**src/rtl/layered_graphics_engine_pkg.sv**
```systemverilog
// -----------------------------------------------------------------------------
// layered_graphics_engine_pkg
// Shared definitions for the layered graphics engine:
//   - background mode encodings
//   - bar palette (8 entries) and layer palette (4 entries)
//   - per-layer reset positions
//   - one-axis sprite step with edge clamp / direction flip
// Palette entries are full-intensity on/off flags per channel ({r, g, b}).
// Any channel width can therefore be produced by replicating the flag.
// -----------------------------------------------------------------------------
package layered_graphics_engine_pkg;

  typedef enum logic [1:0] {
    MODE_BLACK    = 2'd0,
    MODE_BARS     = 2'd1,
    MODE_CHECKER  = 2'd2,
    MODE_GRADIENT = 2'd3
  } mode_e;

  typedef logic [2:0] rgb_flag_t;

  typedef struct packed {
    logic       dir;
    logic [9:0] pos;
  } axis_t;

  localparam int MAX_LAYERS = 4;

  function automatic rgb_flag_t bar_colour(input logic [2:0] idx);
    rgb_flag_t c;
    case (idx)
      3'd0:    c = 3'b111; // white
      3'd1:    c = 3'b110; // yellow
      3'd2:    c = 3'b011; // cyan
      3'd3:    c = 3'b010; // green
      3'd4:    c = 3'b101; // magenta
      3'd5:    c = 3'b100; // red
      3'd6:    c = 3'b001; // blue
      default: c = 3'b000; // black
    endcase
    return c;
  endfunction

  function automatic rgb_flag_t layer_colour(input logic [1:0] idx);
    rgb_flag_t c;
    case (idx)
      2'd0:    c = 3'b100; // red
      2'd1:    c = 3'b010; // green
      2'd2:    c = 3'b001; // blue
      default: c = 3'b110; // yellow
    endcase
    return c;
  endfunction

  function automatic int layer_rst_x(input int idx);
    return idx * 64;
  endfunction

  function automatic int layer_rst_y(input int idx);
    return idx * 48;
  endfunction

  // One frame step along one axis. All arithmetic is 11 bits wide so that
  // pos + speed + size never wraps near the far edge.
  function automatic axis_t step_axis(input logic [9:0]  pos,
                                      input logic        dir,
                                      input logic [10:0] speed,
                                      input logic [10:0] size,
                                      input logic [10:0] active);
    logic [10:0] pos_w;
    axis_t       res;
    pos_w   = {1'b0, pos};
    res.dir = dir;
    res.pos = pos;
    if (dir) begin
      if (pos_w + speed + size > active) begin
        res.pos = 10'(active - size);
        res.dir = 1'b0;
      end else begin
        res.pos = 10'(pos_w + speed);
      end
    end else begin
      if (pos_w < speed) begin
        res.pos = '0;
        res.dir = 1'b1;
      end else begin
        res.pos = 10'(pos_w - speed);
      end
    end
    return res;
  endfunction

endpackage

```
**src/rtl/layered_graphics_engine_sprite_mover.sv**
```systemverilog
// -----------------------------------------------------------------------------
// sprite_mover
// Position/direction state of one sprite layer. On every end-of-frame pulse
// an enabled layer moves SPEED pixels per axis, clamping and reversing at
// the visible-area edges. The hit output is a combinational coverage test of
// the current pixel against the sprite square.
// Ports:
//   i_clk, i_rst     pixel clock, async active-high reset
//   i_eof            one-cycle end-of-frame pulse
//   i_en             latched layer enable for the current frame
//   i_x, i_y         current pixel coordinate
//   o_hit            pixel is covered by this (enabled) layer
// -----------------------------------------------------------------------------
module sprite_mover
  import layered_graphics_engine_pkg::*;
#(
  parameter int SPRITE_SIZE = 32,
  parameter int H_ACTIVE    = 640,
  parameter int V_ACTIVE    = 480,
  parameter int SPEED       = 1,
  parameter int RST_X       = 0,
  parameter int RST_Y       = 0
) (
  input  logic       i_clk,
  input  logic       i_rst,
  input  logic       i_eof,
  input  logic       i_en,
  input  logic [9:0] i_x,
  input  logic [9:0] i_y,
  output logic       o_hit
);

  logic [9:0] r_pos_x;
  logic [9:0] r_pos_y;
  logic       r_dir_x;
  logic       r_dir_y;

  axis_t       w_next_x;
  axis_t       w_next_y;
  logic [10:0] w_x;
  logic [10:0] w_y;
  logic [10:0] w_px;
  logic [10:0] w_py;

  assign w_next_x = step_axis(r_pos_x, r_dir_x, 11'(SPEED), 11'(SPRITE_SIZE), 11'(H_ACTIVE));
  assign w_next_y = step_axis(r_pos_y, r_dir_y, 11'(SPEED), 11'(SPRITE_SIZE), 11'(V_ACTIVE));

  always_ff @(posedge i_clk or posedge i_rst) begin
    if (i_rst) begin
      r_pos_x <= 10'(RST_X);
      r_pos_y <= 10'(RST_Y);
      r_dir_x <= 1'b1;
      r_dir_y <= 1'b1;
    end else if (i_eof && i_en) begin
      r_pos_x <= w_next_x.pos;
      r_dir_x <= w_next_x.dir;
      r_pos_y <= w_next_y.pos;
      r_dir_y <= w_next_y.dir;
    end
  end

  assign w_x  = {1'b0, i_x};
  assign w_y  = {1'b0, i_y};
  assign w_px = {1'b0, r_pos_x};
  assign w_py = {1'b0, r_pos_y};

  assign o_hit = i_en
               && (w_x >= w_px) && (w_x < w_px + 11'(SPRITE_SIZE))
               && (w_y >= w_py) && (w_y < w_py + 11'(SPRITE_SIZE));

endmodule

```
**src/rtl/layered_graphics_engine.sv**
```systemverilog
// -----------------------------------------------------------------------------
// layered_graphics_engine
// Composites up to four moving sprite layers over a selectable background.
// Two-stage pipeline: stage 1 registers the composited colour of the current
// pixel, stage 2 is the output register, giving 2 clocks from x/y to r/g/b.
// Mode and layer enables are latched only at end-of-frame so a frame is
// always rendered with one consistent configuration.
// Ports:
//   i_clk, i_rst          pixel clock, async active-high reset
//   i_x, i_y              pixel coordinate from the timing generator
//   i_frame_active        (x,y) lies in the visible area
//   i_mode                background select (latched at EOF)
//   i_layer_en            per-layer enable (latched at EOF)
//   o_r, o_g, o_b         composited colour, zero when not valid
//   o_pixel_valid         frame_active aligned with colour
//   o_frame_cnt           completed-frame counter
// -----------------------------------------------------------------------------
module layered_graphics_engine
  import layered_graphics_engine_pkg::*;
#(
  parameter int NUM_LAYERS  = 2,
  parameter int CW          = 2,
  parameter int SPRITE_SIZE = 32,
  parameter int H_ACTIVE    = 640,
  parameter int V_ACTIVE    = 480
) (
  input  logic                  i_clk,
  input  logic                  i_rst,
  input  logic [9:0]            i_x,
  input  logic [9:0]            i_y,
  input  logic                  i_frame_active,
  input  logic [1:0]            i_mode,
  input  logic [NUM_LAYERS-1:0] i_layer_en,
  output logic [CW-1:0]         o_r,
  output logic [CW-1:0]         o_g,
  output logic [CW-1:0]         o_b,
  output logic                  o_pixel_valid,
  output logic [7:0]            o_frame_cnt
);

  logic                  r_s1_valid;
  logic [CW-1:0]         r_s1_r;
  logic [CW-1:0]         r_s1_g;
  logic [CW-1:0]         r_s1_b;
  logic                  r_valid;
  logic [CW-1:0]         r_r;
  logic [CW-1:0]         r_g;
  logic [CW-1:0]         r_b;
  logic [7:0]            r_frame_cnt;
  mode_e                 r_mode;
  logic [NUM_LAYERS-1:0] r_layer_en;

  logic                  w_eof;
  logic [NUM_LAYERS-1:0] w_hit;
  rgb_flag_t             w_bar_flags;
  rgb_flag_t             w_layer_flags;
  logic                  w_layer_hit;
  logic [CW-1:0]         w_bg_r;
  logic [CW-1:0]         w_bg_g;
  logic [CW-1:0]         w_bg_b;
  logic [CW-1:0]         w_pix_r;
  logic [CW-1:0]         w_pix_g;
  logic [CW-1:0]         w_pix_b;

  assign w_eof = i_frame_active
              && (i_x == 10'(H_ACTIVE - 1))
              && (i_y == 10'(V_ACTIVE - 1));

  // Frame configuration; the enables in effect during the ending frame
  // decide which layers step at that same EOF.
  always_ff @(posedge i_clk or posedge i_rst) begin
    if (i_rst) begin
      r_frame_cnt <= '0;
      r_mode      <= MODE_BLACK;
      r_layer_en  <= '1;
    end else if (w_eof) begin
      r_frame_cnt <= r_frame_cnt + 8'd1;
      r_mode      <= mode_e'(i_mode);
      r_layer_en  <= i_layer_en;
    end
  end

  for (genvar g = 0; g < NUM_LAYERS; g++) begin : g_layer
    sprite_mover #(
      .SPRITE_SIZE (SPRITE_SIZE),
      .H_ACTIVE    (H_ACTIVE),
      .V_ACTIVE    (V_ACTIVE),
      .SPEED       (g + 1),
      .RST_X       (layer_rst_x(g)),
      .RST_Y       (layer_rst_y(g))
    ) u_sprite_mover (
      .i_clk (i_clk),
      .i_rst (i_rst),
      .i_eof (w_eof),
      .i_en  (r_layer_en[g]),
      .i_x   (i_x),
      .i_y   (i_y),
      .o_hit (w_hit[g])
    );
  end

  assign w_bar_flags = bar_colour(i_x[9:7]);

  always_comb begin
    w_bg_r = '0;
    w_bg_g = '0;
    w_bg_b = '0;
    case (r_mode)
      MODE_BARS: begin
        w_bg_r = {CW{w_bar_flags[2]}};
        w_bg_g = {CW{w_bar_flags[1]}};
        w_bg_b = {CW{w_bar_flags[0]}};
      end
      MODE_CHECKER: begin
        if (i_x[5] ^ i_y[5]) begin
          w_bg_r = '1;
          w_bg_g = '1;
          w_bg_b = '1;
        end
      end
      MODE_GRADIENT: begin
        w_bg_r = i_x[8 -: CW];
        w_bg_g = i_y[8 -: CW];
        w_bg_b = r_frame_cnt[7 -: CW];
      end
      default: ;
    endcase
  end

  // Scan from the highest index down so the lowest covering layer is the
  // last assignment and wins.
  always_comb begin
    w_layer_hit   = 1'b0;
    w_layer_flags = '0;
    for (int i = NUM_LAYERS - 1; i >= 0; i--) begin
      if (w_hit[i]) begin
        w_layer_hit   = 1'b1;
        w_layer_flags = layer_colour(2'(i));
      end
    end
  end

  always_comb begin
    w_pix_r = w_bg_r;
    w_pix_g = w_bg_g;
    w_pix_b = w_bg_b;
    if (w_layer_hit) begin
      w_pix_r = {CW{w_layer_flags[2]}};
      w_pix_g = {CW{w_layer_flags[1]}};
      w_pix_b = {CW{w_layer_flags[0]}};
    end
  end

  always_ff @(posedge i_clk or posedge i_rst) begin
    if (i_rst) begin
      r_s1_valid <= 1'b0;
      r_s1_r     <= '0;
      r_s1_g     <= '0;
      r_s1_b     <= '0;
      r_valid    <= 1'b0;
      r_r        <= '0;
      r_g        <= '0;
      r_b        <= '0;
    end else begin
      r_s1_valid <= i_frame_active;
      r_s1_r     <= i_frame_active ? w_pix_r : '0;
      r_s1_g     <= i_frame_active ? w_pix_g : '0;
      r_s1_b     <= i_frame_active ? w_pix_b : '0;
      r_valid    <= r_s1_valid;
      r_r        <= r_s1_r;
      r_g        <= r_s1_g;
      r_b        <= r_s1_b;
    end
  end

  assign o_r           = r_r;
  assign o_g           = r_g;
  assign o_b           = r_b;
  assign o_pixel_valid = r_valid;
  assign o_frame_cnt   = r_frame_cnt;

endmodule

```
**config.mk**
```make
export PLATFORM = sky130hd
export DESIGN_NAME = layered_graphics_engine
export DESIGN_NICKNAME = d
export VERILOG_FILES = /design/src/rtl/layered_graphics_engine_pkg.sv /design/src/rtl/layered_graphics_engine_sprite_mover.sv /design/src/rtl/layered_graphics_engine.sv
export SDC_FILE = /design/constraint.sdc
export NUM_CORES = 1
export LEC_CHECK = 0
export ABC_AREA = 1
export CORE_MARGIN = 1.5
export CORE_UTILIZATION = 50
export CTS_BUF_LIST = sky130_fd_sc_hd__clkbuf_2
export DETAILED_ROUTE_END_ITERATION = 6
export PLACE_DENSITY = 0.69
export SKIP_LAST_GASP = 1
export SYNTH_ARGS = -nofsm -noshare
export SYNTH_HDL_FRONTEND = slang
export SYNTH_SLANG_ARGS = --single-unit
```
**constraint.sdc**
```tcl
create_clock -name i_clk -period 3 [get_ports i_clk]
set_input_delay 0.3 -clock i_clk [delete_from_list [all_inputs] [get_ports i_clk]]
set_output_delay 0.3 -clock i_clk [all_outputs]
set_load 0.1 [all_outputs]
```
==> results of run 1 <==
-- what timing repair did --
item                                    4_1_cts  5_1_grt
endpoints found under the setup margin        0        1
hold buffers                                  0        0
resized for setup                             0        1
-- cell usage after synthesis, types with 3 or more instances --
| cell | instances | area, sq um |
|---|---|---|
| sky130_fd_sc_hd__o21ai_1 | 6 | 30.0 |
| sky130_fd_sc_hd__nor2_2 | 6 | 37.5 |
| sky130_fd_sc_hd__a31oi_1 | 11 | 68.8 |
| sky130_fd_sc_hd__xor2_1 | 36 | 315 |
| sky130_fd_sc_hd__nand4_1 | 21 | 131 |
| sky130_fd_sc_hd__clkinv_1 | 4 | 15.0 |
| sky130_fd_sc_hd__a21boi_0 | 8 | 60.1 |
| sky130_fd_sc_hd__a21oi_1 | 60 | 300 |
| sky130_fd_sc_hd__inv_2 | 6 | 22.5 |
| sky130_fd_sc_hd__a211oi_1 | 5 | 37.5 |
| sky130_fd_sc_hd__nand2_2 | 10 | 62.6 |
| sky130_fd_sc_hd__or2_2 | 4 | 25.0 |
| sky130_fd_sc_hd__a21boi_1 | 5 | 37.5 |
| sky130_fd_sc_hd__clkbuf_1 | 6 | 22.5 |
| sky130_fd_sc_hd__o21a_1 | 5 | 37.5 |
| sky130_fd_sc_hd__inv_1 | 113 | 424 |
| sky130_fd_sc_hd__nor2_1 | 99 | 372 |
| sky130_fd_sc_hd__nand3_1 | 84 | 420 |
| sky130_fd_sc_hd__nand2_1 | 262 | 983 |
| sky130_fd_sc_hd__o211ai_1 | 3 | 22.5 |
| sky130_fd_sc_hd__dfstp_2 | 9 | 236 |
| sky130_fd_sc_hd__nand3_2 | 9 | 90.1 |
| sky130_fd_sc_hd__o21bai_1 | 8 | 60.1 |
| sky130_fd_sc_hd__ha_1 | 83 | 1040 |
| sky130_fd_sc_hd__o21ai_0 | 35 | 175 |
| sky130_fd_sc_hd__buf_4 | 3 | 22.5 |
| sky130_fd_sc_hd__nor2_4 | 3 | 33.8 |
| sky130_fd_sc_hd__xnor2_1 | 8 | 70.1 |
| sky130_fd_sc_hd__nor3_1 | 17 | 85.1 |
| sky130_fd_sc_hd__dfrtp_1 | 59 | 1480 |
-- final timing paths --
kind | start | end | depth (start not counted)
worst min register to register | r_s1_b[1]$_DFF_PP0_ | o_b[1]$_DFF_PP0_ | 0
max in group asynchronous | i_rst | r_layer_en[0]$_DFFE_PP1P_ | 3
worst max register to register | g_layer[1].u_sprite_mover.r_pos_y[1]$_DFFE_PP0P_ | g_layer[1].u_sprite_mover.r_pos_y[6]$_DFFE_PP0P_ | 16
worst max-delay path | g_layer[1].u_sprite_mover.r_pos_y[1]$_DFFE_PP0P_ | g_layer[1].u_sprite_mover.r_pos_y[6]$_DFFE_PP0P_ | 16
min in group i_clk | i_layer_en[1] | r_layer_en[1]$_DFFE_PP1P_ | 3
worst min-delay path | i_rst | g_layer[1].u_sprite_mover.r_pos_x[9]$_DFFE_PP0P_ | 2
-- final cells by class --
class | count | area (sq um)
fill | 1342 | 5700
multi-input combinational | 806 | 4670
sequential | 68 | 1710
timing repair buffer | 52 | 485
inverter | 123 | 462
tap | 176 | 220
clock inverter | 7 | 98.8
clock buffer | 9 | 45.0
antenna | 1 | 2.50
-- logic make-up after synthesis --
group	after synthesis	share of synthesized area (%)
DFF	68	24.7
xor gates and xnor gates	46	6.20
buffers and inverters	136	7.79
and+or+nand+nor	526	33.7
AOI/OAI and AO/OA	151	12.6
adders and majority gates	83	15.0
-- sequential cells by signal, indices dropped and copies added, names as in the netlist --
signal and flops:
r_layer_en 2, o_pixel_valid 1, o_frame_cnt 8, o_b 2, r_s1_b 2, r_s1_r 2, r_mode 2, r_s1_valid 1
r_s1_g 2, g_layer.u_sprite_mover.r_dir_x 2, g_layer.u_sprite_mover.r_dir_y 2, o_g 2, g_layer.u_sprite_mover.r_pos_x 19, o_r 2, g_layer.u_sprite_mover.r_pos_y 19
-- worst max-delay path, cell delays in order, from the launching register on --
cell	delay, ps
sky130_fd_sc_hd__dfrtp_2	500
sky130_fd_sc_hd__ha_1	250
sky130_fd_sc_hd__nand3_2	100
sky130_fd_sc_hd__xor2_1	270
sky130_fd_sc_hd__inv_1	130
sky130_fd_sc_hd__ha_1	290
sky130_fd_sc_hd__nand3_1	60
sky130_fd_sc_hd__nor2_1	100
sky130_fd_sc_hd__nand2_1	60
sky130_fd_sc_hd__nor2_1	80
sky130_fd_sc_hd__nand3_1	70
sky130_fd_sc_hd__nand2_1	70
sky130_fd_sc_hd__nor2_1	40
sky130_fd_sc_hd__nor2_2	210
sky130_fd_sc_hd__nand2_2	140
sky130_fd_sc_hd__o21ai_0	180
sky130_fd_sc_hd__nand2_1	60
-- metal layers --
metal,global-route usage [%],vias to the layer above,share of wire (%)
met5,0,-,0
met4,6.54,0,1.3
met3,3.21,17,5.3
met2,38.9,191,44
met1,37.2,3025,50
li1,-,3443,-
-- placed cells by master, fill, tap and decap left out, types with 5 or more instances in the layout --
master and count:
sky130_fd_sc_hd__nand2_1 262, sky130_fd_sc_hd__nand2_2 10, sky130_fd_sc_hd__inv_1 112, sky130_fd_sc_hd__o21a_1 5, sky130_fd_sc_hd__buf_4 18, sky130_fd_sc_hd__ha_1 83
sky130_fd_sc_hd__nand3_1 84, sky130_fd_sc_hd__dfrtp_1 58, sky130_fd_sc_hd__inv_2 7, sky130_fd_sc_hd__a21boi_0 8, sky130_fd_sc_hd__xnor2_1 8, sky130_fd_sc_hd__nand3_2 9
sky130_fd_sc_hd__clkbuf_2 9, sky130_fd_sc_hd__a31oi_1 11, sky130_fd_sc_hd__nand4_1 21, sky130_fd_sc_hd__o21bai_1 8, sky130_fd_sc_hd__nor3_1 17, sky130_fd_sc_hd__a21oi_1 60
sky130_fd_sc_hd__a211oi_1 5, sky130_fd_sc_hd__nor2_2 6, sky130_fd_sc_hd__xor2_1 36, sky130_fd_sc_hd__dfstp_2 9, sky130_fd_sc_hd__nor2_1 99, sky130_fd_sc_hd__o21ai_0 35
sky130_fd_sc_hd__clkdlybuf4s50_1 33, sky130_fd_sc_hd__a21boi_1 5, sky130_fd_sc_hd__o21ai_1 6
-- through the flow --
stage / setup WS (ps) / utilization, % / instance area, sq um / cells
after detailed placement: 15.6 / 56.4 / 7550 / 1225
final: 300 / 57.5 / 7700 / 1242
after global routing: 26.3 / 57.5 / 7700 / 1242
after CTS: 282 / 57.5 / 7700 / 1241
after global placement: 24.2 / 56.4 / 7550 / 1225
after floorplan: 649 / - / 6930 / 1010
-- power groups by stage --
stage / Clock [mW] / Combinational, mW / Sequential, mW
CTS: 0.689 / 0.270 / 0.936
global placement: 0 / 0.269 / 0.951
finish: 0.679 / 0.269 / 0.936
detailed placement: 0 / 0.269 / 0.951
global route: 0.725 / 0.297 / 0.938
floorplan: 0 / 0.104 / 1.00
==> run_summary.xml, run 1 <==
<?xml version="1.0" encoding="UTF-8"?>
<metrics>
  <group name="sta">
    <metric name="timing.final.setup_violations" unit="">0</metric>
    <metric name="timing.setup.tns" unit="ps">0</metric>
    <metric name="maxClockFrequency" unit="MHz">370</metric>
    <metric name="timing.final.crit_share" unit="%">90.0</metric>
    <metric name="worst_clock_skew" unit="ps">52.3</metric>
    <metric name="final_worst_path_period_need" unit="ps">2700</metric>
    <metric name="final_hold_viol_count" unit="">0</metric>
    <metric name="grt_setup_unrepaired" unit="">no</metric>
    <metric name="max_slew.worst_pin.slew" unit="ps">960</metric>
    <metric name="timing.final.max_slew_violations" unit="">0</metric>
    <metric name="hold_slack" unit="ps">79.9</metric>
    <metric name="timing.max_slew.rel_slack" unit="%">35.8</metric>
  </group>
  <group name="detailed_routing">
    <metric name="remaining_drc_errors" unit="">0</metric>
    <metric name="totalWireLength" unit="um">17700</metric>
    <metric name="route.antenna.remaining_nets" unit="">0</metric>
    <metric name="drt_iter0_markers" unit="">439</metric>
    <metric name="average_vias_per_placed_instance" unit="">5.38</metric>
    <metric name="routed_wire_length_per_instance" unit="um">14.3</metric>
    <metric name="drt-pass1-iter-count" unit="">5</metric>
    <metric name="num_vias" unit="">6676</metric>
  </group>
  <group name="synth">
    <metric name="synth_nets" unit="">1120</metric>
    <metric name="ys_warn_count" unit="">0</metric>
    <metric name="yosys_register_bits" unit="">68</metric>
    <metric name="yosys.cell_types.count" unit="">44</metric>
    <metric name="synth_cells" unit="">1010</metric>
    <metric name="mean_cell_area_of_the_mapped_netlist" unit="sq um">6.86</metric>
    <metric name="ys_seq_area_share" unit="%">24.7</metric>
    <metric name="synthesis.area" unit="sq um">6930</metric>
    <metric name="synth-main-ff-cell" unit="">sky130_fd_sc_hd__dfrtp_1</metric>
    <metric name="postSynth.asyncResetShare" unit="%">100</metric>
    <metric name="synth_edf_count" unit="">0</metric>
  </group>
  <group name="die">
    <metric name="die_height" unit="um">121</metric>
    <metric name="initial_core_util" unit="%">51.7</metric>
    <metric name="io_pins" unit="">42</metric>
    <metric name="die_width" unit="um">121</metric>
    <metric name="fp.dieArea" unit="sq um">14600</metric>
    <metric name="core-area" unit="sq um">13400</metric>
    <metric name="fp-row-count" unit="">42</metric>
  </group>
  <group name="global_routing">
    <metric name="grt_max_degree" unit="">45</metric>
    <metric name="grt_antenna_before_repair" unit="">1</metric>
    <metric name="grt_pass1_wl" unit="um">29200</metric>
    <metric name="grt_pass1_vias" unit="">6011</metric>
    <metric name="global_route_overflow" unit="">0</metric>
    <metric name="track_usage" unit="%">25.2</metric>
  </group>
  <group name="cts">
    <metric name="tritoncts_buffer_count" unit="">9</metric>
    <metric name="cts.root.buffer_cell" unit="">sky130_fd_sc_hd__clkbuf_2</metric>
    <metric name="maximum_clock_insertion_buffer_count" unit="">2</metric>
    <metric name="num_clock_sinks" unit="">68</metric>
    <metric name="clk_transition_reported_paths" unit="ps">230</metric>
    <metric name="clk-insertion-delay-late" unit="ps">590</metric>
    <metric name="post_cts_buffers" unit="">0</metric>
    <metric name="h_tree_level_count" unit="">3</metric>
    <metric name="clock_tree_from_tritoncts" unit="">done</metric>
  </group>
  <group name="power">
    <metric name="share_seq_of_total_power" unit="%">49.7</metric>
    <metric name="power.combinational.fraction" unit="%">14.3</metric>
    <metric name="p_int" unit="mW">1.31</metric>
    <metric name="switching_share" unit="%">30.5</metric>
    <metric name="vdd_drop_max" unit="uV">148</metric>
    <metric name="design_power_total" unit="mW">1.88</metric>
    <metric name="clockPowerShare" unit="%">36.0</metric>
    <metric name="power.net_switching" unit="uW">575</metric>
    <metric name="power_density" unit="nW/um^2">245</metric>
    <metric name="static_leakage" unit="nW">3.96</metric>
  </group>
  <group name="worst_setup_path">
    <metric name="critical_path_peak_fanout" unit="">7</metric>
    <metric name="timing_worst_setup_path_type" unit="">flip-flop to flip-flop</metric>
    <metric name="start_kind" unit="">flip-flop</metric>
    <metric name="r2r_setup_slack" unit="ps">300</metric>
    <metric name="critical_path_arrival" unit="ps">3170</metric>
    <metric name="critPathCaptureType" unit="">flip-flop</metric>
    <metric name="critPathRequiredTime" unit="ps">3470</metric>
  </group>
  <group name="final_layout">
    <metric name="layout-drive-gt1-share" unit="%">8.73</metric>
    <metric name="area_delta_synth_final" unit="%">11.2</metric>
    <metric name="numnets_final" unit="">1170</metric>
  </group>
  <group name="hold_path">
    <metric name="timing.hold.worst.class" unit="">input pin to asynchronous set/reset pin</metric>
  </group>
  <group name="status">
    <metric name="outcome" unit="">finished clean</metric>
  </group>
  <group name="placed_design">
    <metric name="finalWeightedCongestion" unit="">0.892</metric>
    <metric name="io_buffer_count" unit="">41</metric>
    <metric name="dp.final_hpwl" unit="um">14000</metric>
  </group>
  <group name="run">
    <metric name="drv_cap" unit="">0</metric>
  </group>
</metrics>
(Power assumes the default switching activity.)
==> inputs of run 2 (changes only) <==
Settings changed: CORE_ASPECT_RATIO set to 1.75.
==> run 2 against run 1 <==
- largest power group unchanged
- hold slack improved by 70 ps
- final cell count increased by 0.40%
- critical path type unchanged
- highest routed layer unchanged
- combinational power about the same
- via count is 0.51% higher
- largest cell class unchanged
- global-route usage increased by 1.0 points
- sequential share of layout area shrank 0.052 points
- non-clock buffer count increased by 7
- count of clock-buffer cells in the layout stayed put
==> run_summary.xml, run 2 (synthesis gave the netlist of run 1 again) <==
<?xml version="1.0" encoding="UTF-8"?>
<metrics>
  <group name="global_routing">
    <metric name="grt_antenna_before_repair" unit="">1</metric>
    <metric name="grt_pass1_wl" unit="um">30600</metric>
    <metric name="grt_pass1_vias" unit="">6555</metric>
    <metric name="global_route_overflow" unit="">0</metric>
    <metric name="grt_max_degree" unit="">37</metric>
    <metric name="track_usage" unit="%">26.2</metric>
  </group>
  <group name="placed_design">
    <metric name="pre_cts_ws" unit="ps">284</metric>
    <metric name="dp.final_hpwl" unit="um">15100</metric>
    <metric name="dp_cells" unit="">1230</metric>
    <metric name="postPlaceCellArea" unit="sq um">7600</metric>
    <metric name="io_buffer_count" unit="">41</metric>
    <metric name="finalWeightedCongestion" unit="">0.903</metric>
  </group>
  <group name="detailed_routing">
    <metric name="drt_iter0_markers" unit="">283</metric>
    <metric name="drt-pass1-iter-count" unit="">7</metric>
    <metric name="average_vias_per_placed_instance" unit="">5.38</metric>
    <metric name="remaining_drc_errors" unit="">0</metric>
    <metric name="route.antenna.remaining_nets" unit="">0</metric>
    <metric name="num_vias" unit="">6710</metric>
    <metric name="routed_wire_length_per_instance" unit="um">14.8</metric>
    <metric name="totalWireLength" unit="um">18500</metric>
  </group>
  <group name="power">
    <metric name="power.combinational.fraction" unit="%">15.5</metric>
    <metric name="switching_share" unit="%">30.6</metric>
    <metric name="power_density" unit="nW/um^2">228</metric>
    <metric name="vdd_drop_max" unit="uV">177</metric>
    <metric name="share_seq_of_total_power" unit="%">53.4</metric>
    <metric name="power.net_switching" unit="uW">537</metric>
    <metric name="p_int" unit="mW">1.22</metric>
    <metric name="static_leakage" unit="nW">3.99</metric>
    <metric name="clockPowerShare" unit="%">31.2</metric>
  </group>
  <group name="sta">
    <metric name="timing.final.max_slew_violations" unit="">0</metric>
    <metric name="grt_setup_unrepaired" unit="">no</metric>
    <metric name="timing.setup.tns" unit="ps">0</metric>
    <metric name="max_slew.worst_pin.slew" unit="ps">963</metric>
    <metric name="final_hold_viol_count" unit="">0</metric>
    <metric name="timing.max_slew.rel_slack" unit="%">35.6</metric>
    <metric name="maxClockFrequency" unit="MHz">371</metric>
    <metric name="final_worst_path_period_need" unit="ps">2700</metric>
    <metric name="timing.final.setup_violations" unit="">0</metric>
    <metric name="worst_clock_skew" unit="ps">32.2</metric>
    <metric name="hold_slack" unit="ps">150</metric>
    <metric name="fin_ws" unit="ps">304</metric>
    <metric name="timing.final.crit_share" unit="%">89.9</metric>
  </group>
  <group name="cts">
    <metric name="cts.root.buffer_cell" unit="">sky130_fd_sc_hd__clkbuf_2</metric>
    <metric name="clk-insertion-delay-late" unit="ps">540</metric>
    <metric name="clock_tree_from_tritoncts" unit="">done</metric>
    <metric name="tritoncts_buffer_count" unit="">9</metric>
    <metric name="post_cts_buffers" unit="">0</metric>
    <metric name="clk_transition_reported_paths" unit="ps">210</metric>
    <metric name="h_tree_level_count" unit="">3</metric>
    <metric name="maximum_clock_insertion_buffer_count" unit="">2</metric>
    <metric name="num_clock_sinks" unit="">68</metric>
    <metric name="post_cts_hold_buffer_count" unit="">0</metric>
    <metric name="post_cts_resized" unit="">0</metric>
  </group>
  <group name="final_layout">
    <metric name="area_delta_synth_final" unit="%">11.4</metric>
    <metric name="mostFrequentLayoutCells" unit="">262 x sky130_fd_sc_hd__nand2_1, 112 x sky130_fd_sc_hd__inv_1, 99 x sky130_fd_sc_hd__nor2_1</metric>
    <metric name="numnets_final" unit="">1177</metric>
    <metric name="finish.instance_area" unit="sq um">7710</metric>
    <metric name="finalNonFillerCells" unit="">1247</metric>
    <metric name="mostFrequentLayoutCell" unit="">sky130_fd_sc_hd__nand2_1</metric>
    <metric name="layout-drive-gt1-share" unit="%">9.33</metric>
    <metric name="filler_cell_count" unit="">1314</metric>
  </group>
  <group name="worst_setup_path">
    <metric name="crit_buf_inv" unit="">1</metric>
    <metric name="start_kind" unit="">flip-flop</metric>
    <metric name="timing_worst_setup_path_type" unit="">flip-flop to flip-flop</metric>
    <metric name="cp_slowest_stage_delay" unit="ps">460</metric>
    <metric name="critPathCaptureType" unit="">flip-flop</metric>
    <metric name="kind_of_cell_adding_the_most_delay_to_the_critical_path" unit="">simple AND/OR/NAND/NOR gates</metric>
    <metric name="critical_path_peak_fanout" unit="">6</metric>
    <metric name="critical-path-slowest-cell" unit="">sky130_fd_sc_hd__dfrtp_1</metric>
    <metric name="cells_along_the_critical_path" unit="">ha_1 &gt; nand3_2 &gt; xor2_1 &gt; inv_1 &gt; ha_1 &gt; nand3_1 &gt; nor2_1 &gt; nand2_1 &gt; nor2_1 &gt; nand3_1 &gt; nand2_1 &gt; nor2_1 &gt; nor2_2 &gt; nand2_2 &gt; o21ai_0 &gt; nand2_1</metric>
    <metric name="critical_path_arrival" unit="ps">3150</metric>
    <metric name="critPathRequiredTime" unit="ps">3460</metric>
  </group>
  <group name="status">
    <metric name="outcome" unit="">finished clean</metric>
  </group>
  <group name="die">
    <metric name="initial_core_util" unit="%">51.5</metric>
    <metric name="io_pins" unit="">42</metric>
    <metric name="die_height" unit="um">159</metric>
    <metric name="die_width" unit="um">92.0</metric>
    <metric name="fp.dieArea" unit="sq um">14600</metric>
    <metric name="fp-row-count" unit="">56</metric>
    <metric name="core-area" unit="sq um">13500</metric>
  </group>
  <group name="run">
    <metric name="drv_cap" unit="">0</metric>
  </group>
  <group name="hold_path">
    <metric name="timing.hold.worst.class" unit="">input pin to asynchronous set/reset pin</metric>
  </group>
</metrics>
## run 2: changes by cell type in the layout (fill, tap and decap cells not counted), sizes merged
| cell | before | now |
|---|---|---|
| buf | 19 | 28 |
| inv | 120 | 119 |
| clkinv | 7 | 8 |
| bufinv | 2 | 1 |
| clkinvlp | 1 | 2 |
| clkdlybuf4s50 | 33 | 31 |
## run 2: path summary, 6_finish.rpt
path	cells past startpoint	slack [ps]	to	from
max	16	300	g_layer[1].u_sprite_mover.r_pos_y[6]$_DFFE_PP0P_	g_layer[1].u_sprite_mover.r_pos_y[1]$_DFFE_PP0P_
min	2	150	o_r[0]$_DFF_PP0_	i_rst
max reg2reg	16	300	g_layer[1].u_sprite_mover.r_pos_y[6]$_DFFE_PP0P_	g_layer[1].u_sprite_mover.r_pos_y[1]$_DFFE_PP0P_
min reg2reg	0	380	o_b[0]$_DFF_PP0_	r_s1_b[0]$_DFF_PP0_
max in group asynchronous	3	2120	r_layer_en[0]$_DFFE_PP1P_	i_rst
min in group i_clk	3	300	r_layer_en[1]$_DFFE_PP1P_	i_layer_en[1]
## run 2: layout make-up
cell class,instances,area [sq um],share of cell area (%)
antenna,1,2.50,0.0324
clock buffer,9,45.0,0.584
clock inverter,7,67.6,0.876
inverter,123,462,5.98
multi-input combinational,806,4670,60.6
sequential,68,1710,22.2
tap,174,218,2.82
timing repair buffer,59,533,6.91
## run 2: layer usage
metal  share of wire, %  wire length [um]  vias up  GRT usage (%)
met3                2.7               497       56           1.96
met2                 52              9680      154           48.6
li1                   -                 -     3453              -
met5                  0                 0        -              0
met4                5.3               978        0           14.8
met1                 40              7300     3047           28.5
## run 2: power by group through the flow
stage / logic [mW] / registers [mW] / clock network, mW
finish: 0.272 / 0.937 / 0.547
global route: 0.299 / 0.939 / 0.584
CTS: 0.273 / 0.937 / 0.562
detailed placement: 0.272 / 0.953 / 0
global placement: 0.270 / 0.952 / 0
floorplan: 0.104 / 1.00 / 0
## run 2: per-stage QoR
stage          power (mW)  util (%)
3_5_place_dp         1.22      56.5
5_1_grt              1.82      57.3
6_report             1.76      57.3
3_3_place_gp         1.22      56.5
4_1_cts              1.77      57.3
2_1_floorplan        1.11         -
==> inputs of run 3 (changes only) <==
Settings changed: MAX_ROUTING_LAYER set to met4.
==> run 3 against run 2 <==
- sequential power hardly changed
- critical path depth is 5 lower
- count of clock-buffer cells in the layout did not move
- sequential cell count is the same
- setup slack gained 20 ps
- hold slack improved by 11 ps
- clock power about the same
- register-to-register slack improved by 20 ps
- routed wire length is 0.13% lower
- clock skew increased by 0.67 ps
- sequential share of layout area hardly changed
- critical endpoint is now r_s1_b[1]$_DFF_PP0_
- largest cell class unchanged
- largest power group unchanged
==> run_summary.xml, run 3 (synthesis gave the netlist of run 1 again) <==
<?xml version="1.0" encoding="UTF-8"?>
<metrics>
  <group name="worst_setup_path">
    <metric name="worstRegToRegCells" unit="">11</metric>
    <metric name="critical_path_peak_fanout" unit="">7</metric>
    <metric name="timing_worst_setup_path_type" unit="">flip-flop to flip-flop</metric>
    <metric name="critPathRequiredTime" unit="ps">3410</metric>
    <metric name="start_kind" unit="">flip-flop</metric>
    <metric name="critPathCaptureType" unit="">flip-flop</metric>
    <metric name="critical_path_arrival" unit="ps">3090</metric>
  </group>
  <group name="die">
    <metric name="die_width" unit="um">92.0</metric>
    <metric name="initial_core_util" unit="%">51.5</metric>
    <metric name="fp-row-count" unit="">56</metric>
    <metric name="io_pins" unit="">42</metric>
    <metric name="fp.dieArea" unit="sq um">14600</metric>
    <metric name="die_height" unit="um">159</metric>
    <metric name="core-area" unit="sq um">13500</metric>
  </group>
  <group name="detailed_routing">
    <metric name="totalWireLength" unit="um">18400</metric>
    <metric name="drt-pass1-iter-count" unit="">7</metric>
    <metric name="num_vias" unit="">6746</metric>
    <metric name="routed_wire_length_per_instance" unit="um">14.8</metric>
    <metric name="remaining_drc_errors" unit="">0</metric>
    <metric name="average_vias_per_placed_instance" unit="">5.41</metric>
    <metric name="drt_iter0_markers" unit="">254</metric>
    <metric name="route.antenna.remaining_nets" unit="">0</metric>
  </group>
  <group name="run">
    <metric name="drv_cap" unit="">0</metric>
  </group>
  <group name="global_routing">
    <metric name="grt_pass1_vias" unit="">6619</metric>
    <metric name="grt_pass1_wl" unit="um">30800</metric>
    <metric name="grt_antenna_before_repair" unit="">1</metric>
    <metric name="track_usage" unit="%">27.2</metric>
    <metric name="global_route_overflow" unit="">0</metric>
    <metric name="grt_max_degree" unit="">36</metric>
  </group>
  <group name="sta">
    <metric name="maxClockFrequency" unit="MHz">374</metric>
    <metric name="timing.setup.tns" unit="ps">0</metric>
    <metric name="grt_setup_unrepaired" unit="">no</metric>
    <metric name="timing.final.max_slew_violations" unit="">0</metric>
    <metric name="worst_clock_skew" unit="ps">32.9</metric>
    <metric name="final_worst_path_period_need" unit="ps">2680</metric>
    <metric name="timing.final.crit_share" unit="%">89.2</metric>
    <metric name="timing.max_slew.rel_slack" unit="%">35.7</metric>
    <metric name="max_slew.worst_pin.slew" unit="ps">961</metric>
    <metric name="hold_slack" unit="ps">161</metric>
    <metric name="timing.final.setup_violations" unit="">0</metric>
    <metric name="final_hold_viol_count" unit="">0</metric>
  </group>
  <group name="final_layout">
    <metric name="area_delta_synth_final" unit="%">11.3</metric>
    <metric name="layout-drive-gt1-share" unit="%">9.15</metric>
    <metric name="finish.instance_area" unit="sq um">7710</metric>
    <metric name="mostFrequentLayoutCell" unit="">sky130_fd_sc_hd__nand2_1</metric>
    <metric name="numnets_final" unit="">1176</metric>
    <metric name="finalNonFillerCells" unit="">1246</metric>
    <metric name="filler_cell_count" unit="">1357</metric>
    <metric name="mostFrequentLayoutCells" unit="">262 x sky130_fd_sc_hd__nand2_1, 112 x sky130_fd_sc_hd__inv_1, 99 x sky130_fd_sc_hd__nor2_1</metric>
  </group>
  <group name="cts">
    <metric name="post_cts_hold_buffer_count" unit="">0</metric>
    <metric name="tritoncts_buffer_count" unit="">9</metric>
    <metric name="cts.root.buffer_cell" unit="">sky130_fd_sc_hd__clkbuf_2</metric>
    <metric name="post_cts_resized" unit="">0</metric>
    <metric name="num_clock_sinks" unit="">68</metric>
    <metric name="h_tree_level_count" unit="">3</metric>
    <metric name="clk-insertion-delay-late" unit="ps">540</metric>
    <metric name="post_cts_buffers" unit="">0</metric>
    <metric name="maximum_clock_insertion_buffer_count" unit="">2</metric>
    <metric name="clock_tree_from_tritoncts" unit="">done</metric>
    <metric name="clk_transition_reported_paths" unit="ps">220</metric>
  </group>
  <group name="placed_design">
    <metric name="dp.final_hpwl" unit="um">15200</metric>
    <metric name="dp_cells" unit="">1229</metric>
    <metric name="postPlaceCellArea" unit="sq um">7590</metric>
    <metric name="io_buffer_count" unit="">41</metric>
    <metric name="finalWeightedCongestion" unit="">0.934</metric>
  </group>
  <group name="power">
    <metric name="design_power_total" unit="mW">1.75</metric>
    <metric name="power_density" unit="nW/um^2">228</metric>
    <metric name="static_leakage" unit="nW">3.98</metric>
    <metric name="vdd_drop_max" unit="uV">157</metric>
  </group>
  <group name="status">
    <metric name="outcome" unit="">finished clean</metric>
  </group>
  <group name="hold_path">
    <metric name="timing.hold.worst.class" unit="">input pin to asynchronous set/reset pin</metric>
  </group>
</metrics>
[run 3: cell count changes in the layout (fill, tap and decap cells not counted)]
cell | before | now
sky130_fd_sc_hd__inv_6 | 0 | 1
sky130_fd_sc_hd__clkinv_1 | 5 | 6
sky130_fd_sc_hd__clkinv_4 | 1 | 0
sky130_fd_sc_hd__buf_4 | 27 | 26
sky130_fd_sc_hd__clkinv_2 | 2 | 1
[run 3: final cells by class]
cell class / count / area, sq um / share of cell area (%)
Antenna cell: 1 / 2.50 / 0.0325
Clock inverter: 7 / 66.3 / 0.861
Tap cell: 174 / 218 / 2.83
Inverter: 123 / 462 / 5.99
Timing Repair Buffer: 58 / 526 / 6.82
Clock buffer: 9 / 45.0 / 0.585
Multi-Input combinational cell: 806 / 4670 / 60.7
Sequential cell: 68 / 1710 / 22.2
[run 3: report_power, final]
group	total (mW)	internal, mW	switching (mW)
clock	0.550	0.188	0.362
sequential	0.937	0.932	0.00488
combinational	0.268	0.0967	0.171
[run 3: layer usage]
layer | up-vias | part of all wire [%] | global-route usage [%]
li1 | 3445 | - | -
met1 | 3074 | 39 | 28.0
met2 | 152 | 52 | 48.6
met3 | 75 | 2.9 | 2.59
met4 | 0 | 6.2 | 17.1
met5 | - | 0 | -
[run 3: worst max-delay path: stages (launching register included)]
cell                      delay [ps]
sky130_fd_sc_hd__dfstp_2         650
sky130_fd_sc_hd__inv_1           140
sky130_fd_sc_hd__ha_1            310
sky130_fd_sc_hd__inv_1            40
sky130_fd_sc_hd__ha_1            300
sky130_fd_sc_hd__a21oi_1         140
sky130_fd_sc_hd__o21a_1          140
sky130_fd_sc_hd__nor2_1           40
sky130_fd_sc_hd__nor3_1          390
sky130_fd_sc_hd__nand4_1         210
sky130_fd_sc_hd__nand2_1         130
sky130_fd_sc_hd__nor3_1           50
[run 3: worst paths after layout]
| check | startpoint | slack (ps) | end |
|---|---|---|---|
| worst min register to register | r_s1_b[1]$_DFF_PP0_ | 360 | o_b[1]$_DFF_PP0_ |
| worst min-delay path | i_rst | 160 | o_r[0]$_DFF_PP0_ |
| worst max register to register | g_layer[1].u_sprite_mover.r_pos_y[5]$_DFFE_PP1P_ | 320 | r_s1_b[1]$_DFF_PP0_ |
| worst max-delay path | g_layer[1].u_sprite_mover.r_pos_y[5]$_DFFE_PP1P_ | 320 | r_s1_b[1]$_DFF_PP0_ |
| min in group i_clk | i_layer_en[1] | 310 | r_layer_en[1]$_DFFE_PP1P_ |
| max in group asynchronous | i_rst | 2100 | r_layer_en[0]$_DFFE_PP1P_ |
[run 3: stage by stage]
stage                     utilization [%]  setup slack, ps
after CTS                            57.3              321
after floorplan                         -              649
after global placement               56.4              225
after global routing                 57.3             65.2
final                                57.3              324
after detailed placement             56.4              159
